$ cat src/rtl/volt_monitor.sv
// Serial-ADC frame qualifier: captures volt at the end of each long-enough cs_n frame,
// block-averages 2^AVG_LOG2 samples and drives debounced, hysteretic OV/UV flags.
module volt_monitor #(
    parameter int unsigned AVG_LOG2 = 3,
    parameter int unsigned MIN_CONV = 640,
    parameter logic [15:0] OV_SET   = 16'd52000,
    parameter logic [15:0] OV_CLR   = 16'd50000,
    parameter logic [15:0] UV_SET   = 16'd8000,
    parameter logic [15:0] UV_CLR   = 16'd10000,
    parameter int unsigned DEB      = 3
) (
    input  logic        clk,
    input  logic        rst_n,
    input  logic        cs_n,
    input  logic [15:0] volt,
    output logic [15:0] sample,
    output logic        sample_vld,
    output logic [15:0] avg,
    output logic        avg_vld,
    output logic        ov_flag,
    output logic        uv_flag,
    output logic        short_err
);

    localparam int unsigned DW    = 16;
    localparam int unsigned AW    = DW + AVG_LOG2;
    localparam int unsigned CW    = AVG_LOG2;
    localparam int unsigned LW    = 16;
    localparam int unsigned DBW   = 4;
    localparam int unsigned NSAMP = 1 << AVG_LOG2;

    typedef enum logic [1:0] {
        IDLE  = 2'd0,
        CONV  = 2'd1,
        LATCH = 2'd2
    } state_e;

    state_e           state_q, state_d;
    logic             cs_d1_q, cs_d2_q;
    logic [LW-1:0]    len_q, len_d;
    logic [AW-1:0]    acc_q, acc_d;
    logic [CW-1:0]    cnt_q, cnt_d;
    logic [DW-1:0]    sample_q, sample_d;
    logic             sample_vld_q, sample_vld_d;
    logic [DW-1:0]    avg_q, avg_d;
    logic             avg_vld_q, avg_vld_d;
    logic [DBW-1:0]   ov_cnt_q, ov_cnt_d;
    logic [DBW-1:0]   uv_cnt_q, uv_cnt_d;
    logic             ov_q, ov_d;
    logic             uv_q, uv_d;
    logic             short_q, short_d;

    logic [AW-1:0]    sum_c;
    logic             ov_hit;
    logic             uv_hit;
    logic [DBW-1:0]   ov_next;
    logic [DBW-1:0]   uv_next;

    assign sum_c = acc_q + AW'(volt);

    // Frame FSM, accumulator and debounce next-state
    always_comb begin
        state_d      = state_q;
        len_d        = len_q;
        acc_d        = acc_q;
        cnt_d        = cnt_q;
        sample_d     = sample_q;
        sample_vld_d = 1'b0;
        avg_d        = avg_q;
        avg_vld_d    = 1'b0;
        ov_cnt_d     = ov_cnt_q;
        uv_cnt_d     = uv_cnt_q;
        ov_d         = ov_q;
        uv_d         = uv_q;
        short_d      = 1'b0;
        ov_hit       = ov_q ? (avg_q < OV_CLR) : (avg_q > OV_SET);
        uv_hit       = uv_q ? (avg_q > UV_CLR) : (avg_q < UV_SET);
        ov_next      = ov_hit ? (ov_cnt_q + DBW'(1)) : '0;
        uv_next      = uv_hit ? (uv_cnt_q + DBW'(1)) : '0;

        case (state_q)
            IDLE: begin
                if (!cs_d2_q) begin
                    state_d = CONV;
                    len_d   = LW'(1);
                end
            end
            CONV: begin
                if (cs_d2_q) begin
                    if (len_q >= LW'(MIN_CONV)) begin
                        state_d = LATCH;
                    end else begin
                        short_d = 1'b1;
                        state_d = IDLE;
                    end
                end else if (len_q != '1) begin
                    len_d = len_q + LW'(1);
                end
            end
            LATCH: begin
                // cs_n activity here is ignored; IDLE restarts the next frame
                state_d      = IDLE;
                sample_d     = volt;
                sample_vld_d = 1'b1;
                if (cnt_q == CW'(NSAMP - 1)) begin
                    avg_d     = DW'(sum_c >> AVG_LOG2);
                    avg_vld_d = 1'b1;
                    acc_d     = '0;
                    cnt_d     = '0;
                end else begin
                    acc_d = sum_c;
                    cnt_d = cnt_q + CW'(1);
                end
            end
            default: state_d = IDLE;
        endcase

        // Flags move one cycle after the average they are judged on
        if (avg_vld_q) begin
            if (ov_next == DBW'(DEB)) begin
                ov_d     = ~ov_q;
                ov_cnt_d = '0;
            end else begin
                ov_cnt_d = ov_next;
            end
            if (uv_next == DBW'(DEB)) begin
                uv_d     = ~uv_q;
                uv_cnt_d = '0;
            end else begin
                uv_cnt_d = uv_next;
            end
        end
    end

    always_ff @(posedge clk or negedge rst_n) begin
        if (!rst_n) begin
            state_q      <= IDLE;
            cs_d1_q      <= 1'b1;
            cs_d2_q      <= 1'b1;
            len_q        <= '0;
            acc_q        <= '0;
            cnt_q        <= '0;
            sample_q     <= '0;
            sample_vld_q <= 1'b0;
            avg_q        <= '0;
            avg_vld_q    <= 1'b0;
            ov_cnt_q     <= '0;
            uv_cnt_q     <= '0;
            ov_q         <= 1'b0;
            uv_q         <= 1'b0;
            short_q      <= 1'b0;
        end else begin
            state_q      <= state_d;
            cs_d1_q      <= cs_n;
            cs_d2_q      <= cs_d1_q;
            len_q        <= len_d;
            acc_q        <= acc_d;
            cnt_q        <= cnt_d;
            sample_q     <= sample_d;
            sample_vld_q <= sample_vld_d;
            avg_q        <= avg_d;
            avg_vld_q    <= avg_vld_d;
            ov_cnt_q     <= ov_cnt_d;
            uv_cnt_q     <= uv_cnt_d;
            ov_q         <= ov_d;
            uv_q         <= uv_d;
            short_q      <= short_d;
        end
    end

    assign sample     = sample_q;
    assign sample_vld = sample_vld_q;
    assign avg        = avg_q;
    assign avg_vld    = avg_vld_q;
    assign ov_flag    = ov_q;
    assign uv_flag    = uv_q;
    assign short_err  = short_q;

endmodule
$ cat config.mk
export PLATFORM = sky130hd
export DESIGN_NAME = volt_monitor
export DESIGN_NICKNAME = d
export VERILOG_FILES = /design/src/rtl/volt_monitor.sv
export SDC_FILE = /design/constraint.sdc
export NUM_CORES = 1
export LEC_CHECK = 0
export ABC_CLOCK_PERIOD_IN_PS = 3080
export BUFFER_PORTS_ARGS = -buffer_cell sky130_fd_sc_hd__buf_2
export CAP_MARGIN = 20
export CORE_AREA = 2 2 90 92
export CTS_BUF_LIST = sky130_fd_sc_hd__clkbuf_8
export DETAILED_ROUTE_END_ITERATION = 16
export DIE_AREA = 0 0 92 94
export PLACE_DENSITY = 0.79
export RECOVER_POWER = 50
export SLEW_MARGIN = 20
export SYNTH_ARGS = -nofsm -noshare
export SYNTH_HDL_FRONTEND = slang
export SYNTH_SLANG_ARGS = --single-unit
$ cat constraint.sdc
create_clock -name clk -period 3.08 [get_ports clk]
set_input_delay 0.308 -clock clk [delete_from_list [all_inputs] [get_ports clk]]
set_output_delay 0.308 -clock clk [all_outputs]
set_load 0.005 [all_outputs]
# --- Yosys cells after proc, flatten, opt, wreduce, memory -nomap -nowiden ---
# Cells that the tools add are included.
word_totals:
  output_inout_bits: 37
  reg_bits: 87
  elab_cells: 66
  input_bits: 19
classes:
  reduce_logical: 7
  eq_ne: 10
  n_bitwise: 2
  n_lt_le_gt_ge: 5
  muxes: 22
  addsub: 5
ops:
  columns: ["cell", "count"]
  rows:
  - ["2-to-1 mux 16 bit", 3]
  - ["one-hot mux 16 bit (2 select lines)", 1]
  - ["adder 19 x 16 -> 19 bit", 1]
  - ["2-to-1 mux 19 bit", 1]
  - ["adder 16 x 1 -> 16 bit, second input constant", 1]
  - [">= comparator 16 x 10 -> 1 bit, second input constant", 1]
  - ["greater-than comparator 16 x 14 -> 1 bit, second input constant", 1]
  - ["greater-than comparator 16 bit, second input constant", 1]
  - ["less-than comparator 16 x 13 -> 1 bit, second input constant", 1]
  - ["less-than comparator 16 bit, second input constant", 1]
  - ["2-to-1 mux 4 bit", 4]
  - ["!= test 16 bit, second input constant", 1]
  - ["adder 4 x 1 -> 4 bit, second input constant", 2]
  - ["equality test 4 x 2 -> 1 bit, second input constant", 2]
  - ["2-to-1 mux 1 bit", 8]
  - ["!= test 2 bit, second input constant", 4]
  - ["AND reduction 2 bit", 4]
  - ["2-to-1 mux 2 bit", 3]
  - ["one-hot mux 2 bit (2 select lines)", 1]
  - ["AND reduction 4 bit", 1]
  - ["adder 3 x 1 -> 3 bit, second input constant", 1]
  - ["equality test 3 bit, second input constant", 1]
  - ["2-to-1 mux 3 bit", 1]
  - ["equality test 2 x 1 -> 1 bit, second input constant", 1]
  - ["other kinds (4)", 5]

# --- Depth between registers and ports, before layout ---
# Gate-level depths: netlist of run 1.
logic_depth:
  ltp_word: 5
  ltp_mapped: 10
  depth_no_buf: 10

# --- Worst setup path before layout of run 1 ---
# Ideal clock, no wire load.
synth_path:
  kind: "register to register"
  from: "reg acc_q[0]"
  to: "reg acc_q[18]"
  synth_period_minus_slack_ns: 2.152
  path_stages_with_launch: 11
  setup_time_ns: 0.069
  required_time_ns: 3.011
  arrival_time_ns: 2.083
  n_path_buf: 0
  path_slack_ns: 0.928
  cell_sequence: "dfrtp_1 > ha_1 > inv_1 > fa_1 > nor2b_1 > o2111ai_1 > o211ai_1 > a211oi_1 > a21o_1 > or3_1 > nand3_1"
synth_between:
  elab_chain_cells: 2
synth_lines:
  columns: ["element", "line_no", "rtl"]
  rows:
  - ["start: declaration", "41", "logic [AW-1:0] acc_q, acc_d;"]
  - ["start signal: assignment", "141", "acc_q <= '0;"]
  - ["start signal: assignment", "157", "acc_q <= acc_d;"]
  - ["adder 19 x 16 -> 19 bit", "59", "assign sum_c = acc_q + AW'(volt);"]
  - ["2-to-1 mux 19 bit", "105", "if (cnt_q == CW'(NSAMP - 1)) begin"]
# No other way between the ends.
# A chain may end at the register's enable or synchronous reset.

# --- Final worst setup path of run 1 ---
# Ends and elaborated chain as after synthesis.

==> impl_metrics.csv, run 1 <==
group,metric,value,unit
status,status,"finished, violations left",
status,violations,"max-capacitance violations, max-slew violations",
worst_setup_path,slowest_stage,"fa_1",
route,first_pass_iters,4,
logic_synthesis,syn_area_per_cell,9.15,sq um
place,post-dp-hpwl,7.09,mm
route,top_layer,"met4",
clock_network,clk_path_buf_depth,2,
floorplan,dieArea,8650,sq um
logic_synthesis,yosys-top-cells-count,"119 x nand2_1, 85 x dfrtp_1, 42 x o21ai_0",
global_routing,grt_pass1_vias,3673,
route,post-route-drc-count,0,
layout,fin_util,67.5,%
sta,finalSetupViolations,0,
layout,nets,593,
hold_path,hold_path_class,"primary input to flop",
worst_setup_path,slowest_delay,0.39,ns
floorplan,fp.coreArea,7610,sq um
clock_network,postCtsHoldBufs,0,
route,viasPerCell,5.70,
logic_synthesis,netlist-cell-type-count,51,
route,m1WireLength,4.42,mm
clock_network,numCtsBuffers,9,
floorplan,start_util,59.7,%
logic_synthesis,netlist_area,4540,sq um
sta,fin_crit,2.49,ns
place,dp_cells,642,
sta,rsz0062_at_grt,"no",
worst_setup_path,critPathRequiredTime,3.38,ns
sta,fmax,0.401,GHz
place,gp_congestion,0.844,
layout,stdcell_count,658,
clock_network,clock_latency,0.36,ns
clock_network,clk_pin_slew,0.09,ns
global_routing,grt_pass1_wl,16.7,mm
route,dr.first_iter.drc_count,169,
logic_synthesis,synth_top_area_share,46.8,%
sta,min_period_over_period,80.9,%
global_routing,grt_max_degree,88,
logic_synthesis,ys_ff_latch,87,
layout,diodes,0,
route,wl_met2,4.93,mm
floorplan,placementRows,32,
logic_synthesis,syn_inst,496,
floorplan,fp.dieH,94,um
floorplan,die_w,92,um
worst_setup_path,crit_arrival,2.79,ns
route,vias,3749,
worst_setup_path,path_max_fanout,3,
logic_synthesis,syn_nets,538,
sta,finalHoldViolCount,0,
place,numPortBuffers,55,
sta,tns,0,ns
global_routing,grtUsageTotal,24.3,%
logic_synthesis,synth.largest_area_cell,"dfrtp_1",
logic_synthesis,async_flop_share,100,%
job,max-cap-violations,1,
logic_synthesis,synth-edff-count,0,
worst_setup_path,critical_path_class,"flop to flop",
clock_network,cts_root_buf,"clkbuf_8",
global_routing,gr-total-overflow,0,
logic_synthesis,ys.flop_type,"dfrtp_1",
pwr,ir_drop,0.242,mV
sta,drv_slew,88,
pwr,p_leak,0.00242,uW
route,dr_wl_met3,297,um
sta,fin_ws,0.589,ns
clock_network,htree_levels,3,
global_routing,antenna_found_initial,0,
logic_synthesis,ys_warn_count,0,
route,wl,9.87,mm
place,preCtsSetupSlack,0.580,ns
layout,syn_to_final_growth,13.1,%
clock_network,post_cts_buffers,0,
logic_synthesis,synth_seq_area_share,48.0,%
route,ant_nets,0,
sta,finClkSkew,0.00957,ns
sta,slew_headroom,-40.9,%
sta,tightestPinTransition,2.11,ns
worst_setup_path,end_kind,"flop",
pwr,powerDensity,431,nW/um^2
route,wl_per_cell,15.0,um
layout,drive_gt1_share,14.6,%
clock_network,cts_sinks,87,
clock_network,tritoncts,"built",
clock_network,ctsResizeCount,0,
floorplan,ios,56,
worst_setup_path,path_cells,"ha_1 -> inv_1 -> fa_1 -> nor2b_1 -> o2111ai_1 -> o211ai_1 -> a211oi_1 -> a21o_1 -> or3_1 -> nand3_1",
worst_setup_path,cp-start-kind,"flop",
logic_synthesis,synth_most_common_cell,"nand2_1",
logic_synthesis,synthTopCellsByArea,"dfrtp_1 47%, nand2_1 9.8%, ha_1 6.1%",
## metal layers
layer	up-vias	track usage, %
met4	0	12.7
met1	1825	30.3
li1	1826	-
met2	82	41.2
met3	16	3.77
met5	-	0
## state kept, by name (all words and copies together), names as in the netlist
signal      cells
cnt_q           3
uv_cnt_q        4
cs_d2_q         1
uv_flag         1
short_err       1
avg_vld         1
ov_flag         1
cs_d1_q         1
ov_cnt_q        4
sample_vld      1
acc_q          19
sample         16
avg            16
state_q         2
len_q          16
## worst paths after layout
kind	cells after the start	start	slack, ns	endpoint
setup / recovery	10	acc_q[0]	0.59	acc_q[18]
hold / removal	1	cs_n	0.04	cs_d1_q
setup reg to reg	10	acc_q[0]	0.59	acc_q[18]
hold reg to reg	0	cs_d1_q	0.37	cs_d2_q
max in group asynchronous	1	rst_n	1.28	acc_q[5]
min in group asynchronous	1	rst_n	0.55	len_q[11]
## worst max-delay path: cells and delay by family (launching register included)
family	cells	cell delay, ns
compound gates	4	0.81
simple gates	3	0.65
fa+ha+maj	2	0.55
flops	1	0.37
buf+inv	1	0.05
## through the flow
stage | instance area (sq um) | power [uW] | hold WS [ns]
2_1_floorplan | 4540 | 1310 | 0.0124
3_3_place_gp | 4920 | 1380 | 0.346
3_5_place_dp | 4920 | 1390 | 0.350
4_1_cts | 5140 | 2230 | 0.0266
5_1_grt | 5130 | 2300 | 0.0234
6_report | 5130 | 2210 | 0.0392
## layout by cell type, fill, tap and decap left out, drive strengths merged, types with 8 or more instances in the layout
| master | instances |
|---|---|
| and3 | 8 |
| o21ai | 42 |
| clkbuf | 16 |
| nand2b | 8 |
| nand3 | 14 |
| nand2 | 119 |
| inv | 19 |
| a21oi | 13 |
| dfrtp | 85 |
| nor2 | 29 |
| xnor2 | 13 |
| ha | 22 |
| xor2 | 17 |
| buf | 56 |
## logic make-up (layout without fill, tap and decap cells)
group                    Yosys count  in the layout  synth area share, %
XOR/XNOR                          30             30                 5.79
AO/OA/AOI/OAI                    102            102                 14.6
multiplexers                       3              3                0.716
AND/OR/NAND/NOR                  216            216                 21.5
adder cells (fa/ha/maj)           23             23                 6.50
flip-flops                        87             87                 48.0
buffers and inverters             35             95                 2.92
## final cells by class
cell class / instances / area, sq um
Timing Repair Buffer: 60 / 309
Tap cell: 102 / 128
Clock buffer: 12 / 165
Inverter: 19 / 71.3
Sequential cell: 87 / 2180
Clock inverter: 4 / 52.6
Multi-Input combinational cell: 374 / 2230
Fill cell: 645 / 2470
## power breakdown
part           internal (uW)  switching (uW)
Combinational           67.5             112
Sequential              1160            23.1
Clock                    443             408
(Power assumes the default switching activity.)
==> run 2: changes to the inputs <==
--- a/config.mk
+++ b/config.mk
@@ -5,13 +5,14 @@
 export SDC_FILE = /design/constraint.sdc
 export NUM_CORES = 1
 export LEC_CHECK = 0
-export ABC_CLOCK_PERIOD_IN_PS = 3080
+export ABC_AREA = 1
+export ABC_CLOCK_PERIOD_IN_PS = 2500
 export BUFFER_PORTS_ARGS = -buffer_cell sky130_fd_sc_hd__buf_2
 export CAP_MARGIN = 20
-export CORE_AREA = 2 2 90 92
+export CORE_AREA = 2 2 94 96
 export CTS_BUF_LIST = sky130_fd_sc_hd__clkbuf_8
 export DETAILED_ROUTE_END_ITERATION = 16
-export DIE_AREA = 0 0 92 94
+export DIE_AREA = 0 0 96 98
 export PLACE_DENSITY = 0.79
 export RECOVER_POWER = 50
 export SLEW_MARGIN = 20
==> constraint.sdc (replaced) <==
create_clock -name clk -period 2.5 [get_ports clk]
set_input_delay 0.25 -clock clk [delete_from_list [all_inputs] [get_ports clk]]
set_output_delay 0.25 -clock clk [all_outputs]
set_load 0.005 [all_outputs]
==> run 2 against run 1 <==
Compared with the run above:
- the run now ends clean
- wire length is 22% higher
- cell count increased by 25%
- non-clock buffer count up 1
- maximum frequency grew 21%
==> impl_metrics.csv, run 2 <==
group,metric,value,unit
status,status,"complete, no violations",
global_routing,antenna_found_initial,0,
hold_path,hold_start,"volt[0]",
sta,finalHoldViolCount,0,
worst_setup_path,critPathRequiredTime,2.75,ns
logic_synthesis,syn_area_per_cell,7.66,sq um
clock_network,cts_root_buf,"clkbuf_8",
worst_setup_path,slowest_delay,0.44,ns
pwr,total_power,2900,uW
sta,fin_ws,0.442,ns
sta,rsz0062_at_grt,"no",
floorplan,ios,56,
logic_synthesis,synthTopCellsByArea,"dfrtp_1 43%, nand2_1 17%, ha_1 5.5%",
global_routing,grtUsageTotal,27.2,%
sta,tns,0,ns
global_routing,grt_pass1_vias,4399,
pwr,ir_drop,0.338,mV
layout,syn_to_final_growth,12.7,%
worst_setup_path,r2r_slack,0.44,ns
route,wl,12.0,mm
logic_synthesis,synth_seq_area_share,43.7,%
clock_network,clk_pin_slew,0.09,ns
logic_synthesis,ys_warn_count,0,
sta,fmax,0.486,GHz
global_routing,grt_max_degree,45,
worst_setup_path,path_max_fanout,3,
sta,drv_slew,0,
floorplan,dieArea,9410,sq um
floorplan,start_util,58.9,%
logic_synthesis,ys_ff_latch,87,
worst_setup_path,path_cells,"ha_1 -> inv_1 -> fa_1 -> o21ai_2 -> nand2_1 -> nand2_1 -> nand2_1 -> nand2_1 -> nand2_1 -> nand2_1 -> nand2_1 -> nand3_1 -> nand2_1",
worst_setup_path,r2r-end,"avg[13]",
logic_synthesis,netlist-cell-type-count,37,
logic_synthesis,synth_top_area_share,42.7,%
layout,diodes,0,
place,gp_congestion,0.939,
logic_synthesis,syn_inst,651,
route,wl_per_cell,14.6,um
pwr,powerDensity,516,nW/um^2
logic_synthesis,netlist_area,4980,sq um
pwr,p_leak,0.00270,uW
layout,drive_gt1_share,13.9,%
floorplan,fp.coreArea,8470,sq um
floorplan,fp.dieH,98,um
worst_setup_path,cp_top_family,"simple AND/OR/NAND/NOR gates",
route,first_pass_iters,5,
worst_setup_path,r2r_cells,13,
worst_setup_path,cp_common_cell,"nand2_1",
logic_synthesis,synth_most_common_cell,"nand2_1",
layout,nets,754,
logic_synthesis,async_flop_share,100,%
route,post-route-drc-count,0,
worst_setup_path,slowest_stage,"fa_1",
sta,slew_headroom,26.7,%
route,ant_nets,0,
logic_synthesis,synth-edff-count,0,
place,post-dp-hpwl,8.74,mm
clock_network,clock_latency,0.36,ns
sta,min_period_over_period,82.3,%
logic_synthesis,ys.flop_type,"dfrtp_1",
logic_synthesis,syn_nets,693,
layout,largest_register_ffs,19,
worst_setup_path,end_kind,"flop",
logic_synthesis,yosys-top-cells-count,"224 x nand2_1, 85 x dfrtp_1, 54 x inv_1, 54 x nor2_1, 52 x nand3_1",
sta,fin_crit,2.06,ns
worst_setup_path,critical_path_class,"flop to flop",
floorplan,placementRows,34,
clock_network,clk_path_buf_depth,2,
hold_path,hold_path_class,"primary input to flop",
layout,final_cell_mix,"224 x nand2_1, 85 x dfrtp_1, 54 x inv_1, 54 x nor2_1, 52 x nand3_1",
route,vias,4554,
clock_network,cts_sinks,87,
layout,final_common_cell,"nand2_1",
floorplan,die_w,96,um
clock_network,htree_levels,3,
route,dr.first_iter.drc_count,248,
worst_setup_path,crit_arrival,2.31,ns
sta,finClkSkew,0.0123,ns
sta,finalHoldWorstSlack,0.109,ns
job,max-cap-violations,0,
global_routing,gr-total-overflow,0,
worst_setup_path,r2r-start,"acc_q[0]",
sta,finalSetupViolations,0,
global_routing,grt_pass1_wl,20.3,mm
route,viasPerCell,5.52,
layout,top_register,"acc_q",
clock_network,numCtsBuffers,9,
logic_synthesis,synth.largest_area_cell,"dfrtp_1",
hold_path,whs_endpoint,"sample[0]",
sta,tightestPinTransition,1.10,ns
hold_path,min_path_cells,3,
worst_setup_path,startpoint,"acc_q[0]",
worst_setup_path,cp-start-kind,"flop",
place,preCtsSetupSlack,0.511,ns
worst_setup_path,crit_buf_inv,1,
place,numPortBuffers,55,
clock_network,tritoncts,"built",
## run 2: where the power goes
group          internal, uW  switching, uW
sequential             1420           9.16
clock                   678            553
combinational          74.5            164
## run 2: per-stage QoR
stage,std cells,cell area (sq um),util (%)
floorplan,651,4980,-
global placement,807,5380,63.5
detailed placement,807,5380,63.5
CTS,825,5650,66.7
global route,825,5620,66.3
finish,825,5620,66.3
## run 2: layout make-up
class / count / area (sq um)
Clock inverter: 7 / 126
Tap cell: 108 / 135
Inverter: 61 / 229
Clock buffer: 9 / 124
Multi-Input combinational cell: 492 / 2510
Timing Repair Buffer: 61 / 310
Sequential cell: 87 / 2180
Fill cell: 744 / 2850
## run 2: worst register-to-register path: stages (launching register included)
cell     delay (ns)
dfrtp_1        0.36
ha_1           0.19
inv_1          0.10
fa_1           0.44
o21ai_2        0.20
nand2_1        0.07
nand2_1        0.10
nand2_1        0.06
nand2_1        0.11
nand2_1        0.08
nand2_1        0.06
nand2_1        0.06
nand3_1        0.08
nand2_1        0.06
## run 2: worst max-delay path by stage
stage | endpoint | slack (ns) | cells after the start
detailed placement | avg[13] | 0.51 | 14
global placement | avg[9] | 0.58 | 14
finish | avg[13] | 0.44 | 13
CTS | avg[13] | 0.46 | 13
global route | acc_q[16] | 0.21 | 13
floorplan | acc_q[16] | 0.70 | 13
## run 2: cell families (layout without fill, tap and decap cells)
kind of cell / after synthesis / after routing / share of synthesized area (%)
and+or+nand+nor: 379 / 379 / 33.1
DFF: 87 / 87 / 43.7
AOI/OAI and AO/OA: 75 / 75 / 8.74
buffers and inverters: 72 / 138 / 5.87
adders and majority gates: 23 / 23 / 5.93
xor gates and xnor gates: 15 / 15 / 2.64
## run 2: what timing repair did
action,CTS,global route
endpoints found under the hold margin,44,0
setup buffers,0,0
resized for setup,0,0
hold buffers,2,0
## run 2: routing by layer
metal	vias up	wire [um]	track usage, %
li1	2238	-	-
met1	2153	5270	36.7
met2	143	5970	45.6
met3	20	583	3.47
met4	0	205	8.13
met5	-	0	0
==> run 3: changes to the inputs <==
--- a/config.mk
+++ b/config.mk
@@ -5,14 +5,14 @@
 export SDC_FILE = /design/constraint.sdc
 export NUM_CORES = 1
 export LEC_CHECK = 0
-export ABC_AREA = 1
-export ABC_CLOCK_PERIOD_IN_PS = 2500
+export ABC_AREA = 0
+export ABC_CLOCK_PERIOD_IN_PS = 2000
 export BUFFER_PORTS_ARGS = -buffer_cell sky130_fd_sc_hd__buf_2
 export CAP_MARGIN = 20
-export CORE_AREA = 2 2 94 96
+export CORE_AREA = 2 2 90 92
 export CTS_BUF_LIST = sky130_fd_sc_hd__clkbuf_8
 export DETAILED_ROUTE_END_ITERATION = 16
-export DIE_AREA = 0 0 96 98
+export DIE_AREA = 0 0 92 94
 export PLACE_DENSITY = 0.79
 export RECOVER_POWER = 50
 export SLEW_MARGIN = 20
==> constraint.sdc (replaced) <==
create_clock -name clk -period 2 [get_ports clk]
set_input_delay 0.2 -clock clk [delete_from_list [all_inputs] [get_ports clk]]
set_output_delay 0.2 -clock clk [all_outputs]
set_load 0.005 [all_outputs]
==> run 3 against run 2 <==
Compared with the run above:
- the flow now finishes with violations (negative setup slack)
- power is 22% higher
- combinational power is 87% higher
- sequential cell count stayed put
- global-route usage is 0.34 points lower
- count of clock-buffer cells in the layout stayed put
- via count is 11% lower
- maximum frequency is 9.4% lower
- critical path depth is 3 lower
- wire length is 3.2% lower
- sequential share of layout area is 1.6 points lower
- first-iteration DRC count is 19% higher
- non-clock buffer count is 48 higher
- critical path type unchanged
- largest cell class unchanged
- largest power group unchanged
- highest routed layer unchanged
==> impl_metrics.csv, run 3 (same netlist as run 1, synthesis figures left out) <==
group,metric,value,unit
global_routing,met3_usage,4.33,%
worst_setup_path,r2r-end,"acc_q[18]",
floorplan,fp.dieH,94,um
hold_path,hold_path_class,"primary input to flop",
hold_path,whs_endpoint,"sample[0]",
place,numPortBuffers,55,
pwr,pwr-share-seq,51.2,%
sta,rsz0062_at_grt,"yes",
layout,diodes,0,
sta,finalSetupViolations,17,
route,vias,4036,
worst_setup_path,crit_arrival,2.58,ns
pwr,p_leak,0.00275,uW
pwr,powerDensity,605,nW/um^2
clock_network,cts_root_buf,"clkbuf_8",
status,violations,"negative setup slack",
clock_network,numCtsBuffers,9,
pwr,total_power,3540,uW
clock_network,clk_path_buf_depth,2,
sta,drv_slew,0,
layout,top_register,"acc_q",
global_routing,grt_busiest_layer,"met2",
route,dr.first_iter.drc_count,295,
pwr,p_comb_share,12.6,%
floorplan,dieArea,8650,sq um
hold_path,hold_start,"volt[0]",
floorplan,start_util,59.7,%
pwr,switchingPower,868,uW
global_routing,grtUsageMet2,44.4,%
place,post-dp-hpwl,7.58,mm
worst_setup_path,path_cells,"ha_2 -> inv_2 -> fa_2 -> nor2b_4 -> o2111ai_2 -> o211ai_1 -> a211oi_2 -> a21o_1 -> or3_1 -> nand3_1",
clock_network,cts_sinks,87,
layout,syn_to_final_growth,28.9,%
layout,final_cell_mix,"116 x nand2_1, 85 x dfrtp_1, 53 x buf_2",
sta,min_period_over_period,114,%
hold_path,min_path_cells,3,
worst_setup_path,cp-start-kind,"flop",
global_routing,grt_pass1_wl,18.3,mm
sta,fin_ws,-0.273,ns
worst_setup_path,r2r_slack,-0.27,ns
route,post-route-drc-count,0,
layout,nets,642,
layout,fillerInstances,521,
sta,tightestPinTransition,0.909,ns
clock_network,tritoncts,"built",
global_routing,antenna_found_initial,0,
sta,slew_headroom,39.4,%
pwr,ir_drop,0.482,mV
sta,finalHoldViolCount,0,
layout,largest_register_ffs,19,
clock_network,clk_pin_slew,0.08,ns
floorplan,placementRows,32,
route,first_pass_iters,5,
floorplan,fp.coreArea,7610,sq um
layout,fin_util,76.9,%
global_routing,grt_max_degree,54,
layout,final_common_cell,"nand2_1",
worst_setup_path,end_kind,"flop",
worst_setup_path,slowest_delay,0.38,ns
route,ant_nets,0,
pwr,clockPowerShare,36.2,%
worst_setup_path,r2r-start,"acc_q[0]",
route,wl,11.7,mm
sta,fin_crit,2.27,ns
clock_network,htree_levels,3,
clock_network,clock_latency,0.37,ns
pwr,intPower,2670,uW
sta,fmax,0.440,GHz
global_routing,gr-total-overflow,0,
worst_setup_path,path_max_fanout,3,
worst_setup_path,slowest_stage,"fa_2",
place,gp_congestion,0.919,
global_routing,grt_use_met1,35.2,%
worst_setup_path,critPathRequiredTime,2.30,ns
layout,drive_gt1_share,30.2,%
pwr,swShare,24.5,%
floorplan,die_w,92,um
route,viasPerCell,5.71,
floorplan,ios,56,
sta,finClkSkew,0.0133,ns
worst_setup_path,r2r_cells,10,
global_routing,grt_pass1_vias,3907,
global_routing,grtUsageTotal,26.9,%
job,max-cap-violations,0,
route,wl_per_cell,16.5,um
status,status,"finished, violations left",
worst_setup_path,critical_path_class,"flop to flop",
[run 3: worst max-delay path: cells and delay by family (launching register included)]
family	cells	cell delay, ns
adder cells (fa/ha/maj)	2	0.57
buffers and inverters	1	0.04
AND/OR/NAND/NOR	3	0.54
AO/OA/AOI/OAI	4	0.70
flip-flops	1	0.36
[run 3: how the worst max path moves through the flow]
stage             start        end  slack [ns]  cells past startpoint
2_1_floorplan  acc_q[0]  acc_q[18]       -0.03                     10
3_3_place_gp   acc_q[0]    avg[13]       -0.15                     10
3_5_place_dp   acc_q[0]  acc_q[10]       -0.23                     10
4_1_cts        acc_q[0]  acc_q[18]       -0.24                     10
5_1_grt        acc_q[0]  acc_q[18]       -0.41                     10
6_report       acc_q[0]  acc_q[18]       -0.27                     10
[run 3: final cells by class]
type                    count  area [sq um]  share of cell area [%]
inverters                  19          71.3                    1.22
multi-input cells         374          2580                    44.1
clock inverters             7          78.8                    1.35
clock buffers               9           124                    2.12
repair buffers            109           688                    11.8
well taps                 102           128                    2.18
flip-flops and latches     87          2180                    37.3
[run 3: stage by stage]
stage	hold slack, ns	setup TNS, ns	cells	setup slack [ns]	cell area, sq um
6_report	0.0507	-2.59	707	-0.273	5850
3_5_place_dp	0.195	-3.42	678	-0.227	5230
5_1_grt	0.0609	-5.34	707	-0.410	5850
3_3_place_gp	0.186	-1.83	678	-0.150	5230
2_1_floorplan	-0.0956	-0.0826	496	-0.0335	4560
4_1_cts	0.0426	-2.42	700	-0.238	5610
[run 3: power groups by stage]
| stage | Sequential (uW) | Combinational, uW | Clock (uW) |
|---|---|---|---|
| after floorplan | 1850 | 175 | 0 |
| after global placement | 1840 | 347 | 0 |
| after detailed placement | 1840 | 362 | 0 |
| after CTS | 1810 | 395 | 1290 |
| after global routing | 1820 | 489 | 1360 |
| final | 1810 | 447 | 1280 |
[run 3: timing repair]
action,CTS,global route
gates cloned,0,0
gates resized for setup,28,54
endpoints found under the setup margin,28,38
pin swaps,22,23
endpoints found under the hold margin,33,0
hold buffers,2,0
buffers inserted,4,7
[run 3: layer usage]
layer / share of wire [%] / vias to the layer above
met4: 3.2 / 0
met5: 0 / -
met3: 4.5 / 35
li1: - / 1919
met1: 42 / 1936
met2: 50 / 146
